**config.mk**
```make
export PLATFORM = sky130hd
export DESIGN_NAME = demux_scheduler
export DESIGN_NICKNAME = d
export VERILOG_FILES = /design/src/rtl/demux_sched_pkg.sv /design/src/rtl/demux_sched_cnt.sv /design/src/rtl/demux_scheduler.sv
export SDC_FILE = /design/constraint.sdc
export NUM_CORES = 1
export LEC_CHECK = 0
export ABC_AREA = 1
export CAP_MARGIN = 25
export CORE_UTILIZATION = 44
export CTS_CLUSTER_SIZE = 14
export DETAILED_ROUTE_END_ITERATION = 7
export PLACE_DENSITY = 0.8
export SLEW_MARGIN = 25
export SYNTH_ARGS = -nofsm -noshare
export SYNTH_HDL_FRONTEND = slang
export SYNTH_HIERARCHICAL = 1
export SYNTH_SLANG_ARGS = --single-unit
```
**constraint.sdc**
```tcl
create_clock -name clk -period 3.2 [get_ports clk]
set_input_delay 0.64 -clock clk [delete_from_list [all_inputs] [get_ports clk]]
set_output_delay 0.64 -clock clk [all_outputs]
set_load 0.03 [all_outputs]
```
**src/rtl/demux_sched_pkg.sv**
```systemverilog
// Shared types and helpers for the demux scheduler.
//   NUM_DEST : number of demux destinations
//   SEL_W    : width of the demux select
//   state_t  : scheduler FSM states
//   onehot4  : select index to one-hot destination valid
package demux_sched_pkg;

  localparam int unsigned NUM_DEST = 4;
  localparam int unsigned SEL_W    = 2;

  typedef enum logic [1:0] {
    StIdle,
    StRoute,
    StDrain,
    StDone
  } state_t;

  function automatic logic [NUM_DEST-1:0] onehot4(input logic [SEL_W-1:0] sel);
    logic [NUM_DEST-1:0] oh;
    oh      = '0;
    oh[sel] = 1'b1;
    return oh;
  endfunction

endpackage

```
**src/rtl/demux_sched_cnt.sv**
```systemverilog
// Beat / destination / destination-count counters for the demux scheduler.
// Ports:
//   clk, rst         clock, asynchronous active-high reset
//   clear            zero all counters (abort)
//   load             start of run: zero beat/dcnt, load dest with first_dest
//   first_dest       first destination of the run
//   advance          one vector accepted
//   cfg_len          latched burst length (vectors per destination)
//   cfg_num_dest     latched destinations per run minus 1
//   dest             destination for the vector being accepted
//   last_beat        the vector being accepted is the last one of the run
module demux_sched_cnt
  import demux_sched_pkg::*;
#(
  parameter int unsigned BURST_W = 8
) (
  input  logic               clk,
  input  logic               rst,
  input  logic               clear,
  input  logic               load,
  input  logic [SEL_W-1:0]   first_dest,
  input  logic               advance,
  input  logic [BURST_W-1:0] cfg_len,
  input  logic [1:0]         cfg_num_dest,
  output logic [SEL_W-1:0]   dest,
  output logic               last_beat
);

  logic [BURST_W-1:0] beat_q, beat_d;
  logic [SEL_W-1:0]   dest_q, dest_d;
  logic [1:0]         dcnt_q, dcnt_d;
  logic               beat_end;

  // cfg_len is never 0 while advancing: a zero-length run skips routing.
  assign beat_end = (beat_q == (cfg_len - BURST_W'(1)));

  always_comb begin
    beat_d = beat_q;
    dest_d = dest_q;
    dcnt_d = dcnt_q;
    if (clear) begin
      beat_d = '0;
      dest_d = '0;
      dcnt_d = '0;
    end else if (load) begin
      beat_d = '0;
      dest_d = first_dest;
      dcnt_d = '0;
    end else if (advance) begin
      if (beat_end) begin
        beat_d = '0;
        dest_d = dest_q + SEL_W'(1);  // wraps 3 -> 0
        dcnt_d = dcnt_q + 2'd1;
      end else begin
        beat_d = beat_q + BURST_W'(1);
      end
    end
  end

  always_ff @(posedge clk or posedge rst) begin
    if (rst) begin
      beat_q <= '0;
      dest_q <= '0;
      dcnt_q <= '0;
    end else begin
      beat_q <= beat_d;
      dest_q <= dest_d;
      dcnt_q <= dcnt_d;
    end
  end

  assign dest      = dest_q;
  assign last_beat = beat_end && (dcnt_q == cfg_num_dest);

endmodule

```
**src/rtl/demux_scheduler.sv**
```systemverilog
// Sequencer for the 4-way lane demux in front of the CNN PE rows. Each accepted vector is held
// in one output register stage and steered to the current destination; each destination gets
// cfg_burst_len vectors, and a run covers cfg_num_dest+1 destinations.
// Ports:
//   clk, rst                      clock, asynchronous active-high reset
//   start, abort                  run control (abort wins over everything)
//   cfg_burst_len/num_dest/first  run config, latched on an accepted start
//   in_data, in_valid, in_ready   input vector stream
//   out_data, sel, out_valid      registered vector, demux select, one-hot valid
//   out_ready                     per-destination ready (only out_ready[sel] is used)
//   busy, done                    run in progress, end-of-run pulse
//   stall_cnt                     only with DEMUX_SCHED_PERF_EN: output-stall cycle counter
module demux_scheduler
  import demux_sched_pkg::*;
#(
  parameter int unsigned ARRAY_SIZE = 9,
  parameter int unsigned DATA_SIZE  = 8,
  parameter int unsigned BURST_W    = 8
) (
  input  logic                            clk,
  input  logic                            rst,
  input  logic                            start,
  input  logic                            abort,
  input  logic [BURST_W-1:0]              cfg_burst_len,
  input  logic [1:0]                      cfg_num_dest,
  input  logic [SEL_W-1:0]                cfg_first_dest,
  input  logic [ARRAY_SIZE*DATA_SIZE-1:0] in_data,
  input  logic                            in_valid,
  output logic                            in_ready,
  output logic [ARRAY_SIZE*DATA_SIZE-1:0] out_data,
  output logic [SEL_W-1:0]                sel,
  output logic [NUM_DEST-1:0]             out_valid,
  input  logic [NUM_DEST-1:0]             out_ready,
  output logic                            busy,
  output logic                            done
`ifdef DEMUX_SCHED_PERF_EN
  ,
  output logic [31:0]                     stall_cnt
`endif
);

  localparam int unsigned DataW = ARRAY_SIZE * DATA_SIZE;

  state_t             state_q, state_d;
  logic [BURST_W-1:0] len_q, len_d;
  logic [1:0]         num_dest_q, num_dest_d;
  logic [DataW-1:0]   out_data_q, out_data_d;
  logic [SEL_W-1:0]   sel_q, sel_d;
  logic               ov_q, ov_d;

  logic             start_acc;
  logic             xfer;
  logic             drain;
  logic [SEL_W-1:0] dest;
  logic             last_beat;

  assign start_acc = start && (state_q == StIdle) && !abort;
  assign xfer      = in_valid && in_ready;
  assign drain     = ov_q && out_ready[sel_q];

  demux_sched_cnt #(
    .BURST_W(BURST_W)
  ) u_cnt (
    .clk         (clk),
    .rst         (rst),
    .clear       (abort),
    .load        (start_acc),
    .first_dest  (cfg_first_dest),
    .advance     (xfer),
    .cfg_len     (len_q),
    .cfg_num_dest(num_dest_q),
    .dest        (dest),
    .last_beat   (last_beat)
  );

  // FSM: state register
  always_ff @(posedge clk or posedge rst) begin
    if (rst) begin
      state_q <= StIdle;
    end else begin
      state_q <= state_d;
    end
  end

  // FSM: next state
  always_comb begin
    state_d = state_q;
    if (abort) begin
      state_d = StIdle;
    end else begin
      case (state_q)
        StIdle: begin
          if (start) begin
            state_d = (cfg_burst_len == '0) ? StDone : StRoute;
          end
        end
        StRoute: begin
          if (xfer && last_beat) begin
            state_d = StDrain;
          end
        end
        StDrain: begin
          if (!ov_q || drain) begin
            state_d = StDone;
          end
        end
        StDone: begin
          state_d = StIdle;
        end
        default: begin
          state_d = StIdle;
        end
      endcase
    end
  end

  // FSM: outputs
  always_comb begin
    busy      = (state_q != StIdle);
    done      = (state_q == StDone);
    in_ready  = (state_q == StRoute) && !abort && (!ov_q || out_ready[sel_q]);
    out_valid = ov_q ? onehot4(sel_q) : '0;
  end

  // Config latch and output register
  always_comb begin
    len_d      = len_q;
    num_dest_d = num_dest_q;
    out_data_d = out_data_q;
    sel_d      = sel_q;
    ov_d       = ov_q;
    if (start_acc) begin
      len_d      = cfg_burst_len;
      num_dest_d = cfg_num_dest;
    end
    if (abort) begin
      ov_d = 1'b0;
    end else if (xfer) begin
      // sel only moves on a load, so it never changes under a held out_valid.
      out_data_d = in_data;
      sel_d      = dest;
      ov_d       = 1'b1;
    end else if (drain) begin
      ov_d = 1'b0;
    end
  end

  always_ff @(posedge clk or posedge rst) begin
    if (rst) begin
      len_q      <= '0;
      num_dest_q <= '0;
      out_data_q <= '0;
      sel_q      <= '0;
      ov_q       <= 1'b0;
    end else begin
      len_q      <= len_d;
      num_dest_q <= num_dest_d;
      out_data_q <= out_data_d;
      sel_q      <= sel_d;
      ov_q       <= ov_d;
    end
  end

  assign out_data = out_data_q;
  assign sel      = sel_q;

`ifdef DEMUX_SCHED_PERF_EN
  logic [31:0] stall_q, stall_d;

  always_comb begin
    stall_d = stall_q;
    if (start_acc) begin
      stall_d = '0;
    end else if (ov_q && !out_ready[sel_q] && (stall_q != '1)) begin
      stall_d = stall_q + 32'd1;
    end
  end

  always_ff @(posedge clk or posedge rst) begin
    if (rst) begin
      stall_q <= '0;
    end else begin
      stall_q <= stall_d;
    end
  end

  assign stall_cnt = stall_q;
`endif

endmodule
```
==> run summary <==
wire length of the first global-routing pass = 19130 µm
Clock Power Share = 12.7%
CP delay by family, top = buffers and inverters
Starting Density = 46.00%
DRT iter0 DRCs = 251
clk root buf = clkbuf_8
P_int = 3.568 mW
most frequent cells in the layout = nand2_1, clkdlybuf4s50_1, dfrtp_1
Worst Path Class, Setup = input port to output pin
crit path launch type = input port
share of the yosys chip area belonging to registers = 54.35%
Fill cells = 832
H-tree depth = 3
worst-path fanout max = 4
slew margin rel. = 50.35%
IO Count = 174
aggregate global routing overflow = 0
Final Cell Area = 0.006530 mm²
Hold-fix buffers, CTS = 0
Hold Crit Class = flop to flop
DIE AREA = 0.01077 mm²
most used cell, CP = nand2_1
endpoints failing hold = 0
Routed Antenna Nets = 0
Die Wd = 103.8 µm
Tot Pwr = 6.388 mW
Total Wirelength = 11400 µm
Vias/cell = 4.771
synthesized cell area = 0.004558 mm²
share of cells above drive strength 1 = 4.891%
most common cell after layout, fill and taps aside = nand2_1
CTS max path bufs = 2
#FFs+latches synth = 99
RSZ-0062 raised after global routing = false
WP data arrival = 2.28 ns
Core Region = 0.009910 mm²
largest net degree at the start of global routing = 74
final-report max-slew violation count = 0
Cell variety after synth = 28
post-layout minimum cycle time = 2.919 ns
Crit path largest cell delay = 0.69 ns
Slew @ Worst Pin = 0.7448 ns
multi-input logic area = 0.001740 mm²
TritonCTS clock tree = done
worst vdd ir = 0.5391 mV
vias in the first global route = 4032
leakage power = 3.243 nW
Worst-Skew Late Latency = 0.35 ns
cell accounting for the most synthesized area = dfrtp_1
post-synth top area share = 54.35%
part of the power in registers = 34.6%
count of mapped cells out of synthesis = 561
Syn Area/Cell = 8.125 µm²
n_diodes = 0
clock skew = 0.01276 ns
DR WL/cell = 13.11 µm
Pwr Density = 978.3 mW/mm²
CTS sink count = 99
Crit-path slowest cell = clkdlybuf4s50_1
CTS buffer count = 9
DP Area = 0.006329 mm²
Setup Fix Bufs, Post-CTS = 0
# rows = 36
DR pass1 iterations = 5
area grow syn2layout = 43.26%
Net Sw Frac = 44.15%
Setup Total Neg Slack = 0 ns
Tcrit/Tclk final = 91.23%
leading post-synthesis cells by cell area = dfrtp_1, nand2_1, inv_1
DRC = 0
fmax = 0.3425 GHz
HPWL Detailed = 8370 µm
post_cts resized = 0
register clock-pin slew on the reported worst setup and hold paths = 0.09 ns
Layout Nets = 830
Synthesized Nets = 660
Logic pwr share = 52.7%
register area = 0.002477 mm²
CP Buf/Inv Count = 3
Ys Warns = 6
die height = 103.8 µm
Max-Cap Viols = 0
GP Congestion = 0.9249
vias = 4146
# port buffers = 173
CP Cell Sequence = clkdlybuf4s50_1 -> nand2_1 -> nand2_1 -> nand2_1 -> nand3_2 -> nand2_1 -> inv_2 -> clkdlybuf4s50_1
gr usage total = 21.95%
setup violators final = 0
status = complete, no violations
Critical Path RT = 2.56 ns
initial antenna violation count = 0
Sw Pwr = 2.821 mW
Worst Setup End Kind = output pin
==> cells in the mapped netlist <==
cell type	number
a211oi_1	1
a21oi_1	6
buf_2	5
buf_6	12
buf_8	1
clkbuf_1	1
dfrtp_1	99
ha_1	6
inv_1	39
inv_2	4
nand2_1	296
nand2_2	3
nand2_4	1
nand3_1	14
nand3_2	1
nand3b_1	1
nand4_1	6
nor2_1	21
nor2_2	4
nor3_1	7
nor3_2	1
nor4_1	1
o21ai_0	10
o21ai_1	6
o22ai_1	1
or2_2	1
xnor2_1	3
xor2_1	10
==> power by group through the flow <==
| stage | clock network (mW) | registers, mW | logic, mW |
|---|---|---|---|
| 2_1_floorplan | 0 | 3.13 | 1.10 |
| 4_1_cts | 0.847 | 2.21 | 3.40 |
| 5_1_grt | 0.886 | 2.28 | 3.64 |
| 6_report | 0.813 | 2.21 | 3.37 |
| 3_3_place_gp | 0 | 2.20 | 3.32 |
| 3_5_place_dp | 0 | 2.22 | 3.39 |
==> area by class of cell <==
cell class | count | share of cell area, %
clock buffers | 10 | 1.954
inverters | 43 | 2.491
clock inverters | 6 | 1.130
well taps | 133 | 2.548
flip-flops and latches | 99 | 37.94
repair buffers | 178 | 27.28
multi-input cells | 400 | 26.65
==> registers in the layout (all words and copies together) (netlist names) <==
name          count
ov_q              1
sel               2
u_cnt/beat_q      8
u_cnt/dest        2
num_dest_q        2
u_cnt/dcnt_q      2
len_q             8
state_q           2
out_data         72
==> stage by stage <==
stage	hold WS, ns	util, %	std cells	setup slack [ns]
5_1_grt	0.5115	65.90	869	0.1951
2_1_floorplan	0.4610	-	561	0.3098
4_1_cts	0.4889	65.90	869	0.2770
3_3_place_gp	0.4612	63.86	853	0.2936
6_report	0.4838	65.90	869	0.2806
3_5_place_dp	0.4642	63.86	853	0.2892
==> cells by family after synthesis <==
| kind of cell | after synthesis | synth area share [%] |
|---|---|---|
| AND/OR/NAND/NOR | 357 | 31.32 |
| flip-flops | 99 | 54.35 |
| buffers and inverters | 62 | 7.466 |
| AO/OA/AOI/OAI | 24 | 2.718 |
| XOR/XNOR | 13 | 2.498 |
| adder cells (fa/ha/maj) | 6 | 1.647 |
==> metal layers <==
layer | vias up | track usage [%] | share of wire (%)
met5 | - | 0 | 0
met4 | 0 | 8.265 | 1.6
met3 | 16 | 3.524 | 5.6
met2 | 151 | 37.20 | 49
met1 | 1928 | 28.35 | 44
li1 | 2051 | - | -
==> worst min-delay path, stage by stage, from the launching register on <==
cell,delay [ns]
dfrtp_1,0.35
nand2_1,0.05
nand2_1,0.05
==> worst paths after layout <==
path	start	endpoint	slack [ns]	cells past startpoint
worst min register to register	out_data[52]	out_data[52]	0.48	2
worst min-delay path	out_data[52]	out_data[52]	0.48	2
max in group asynchronous	rst	out_data[44]	1.86	3
worst max register to register	state_q[0]	u_cnt/beat_q[7]	0.91	11
worst max-delay path	out_ready[3]	in_ready	0.28	8
min in group asynchronous	rst	u_cnt/beat_q[2]	0.65	2
Note: power is estimated with default switching activity, not from simulation.
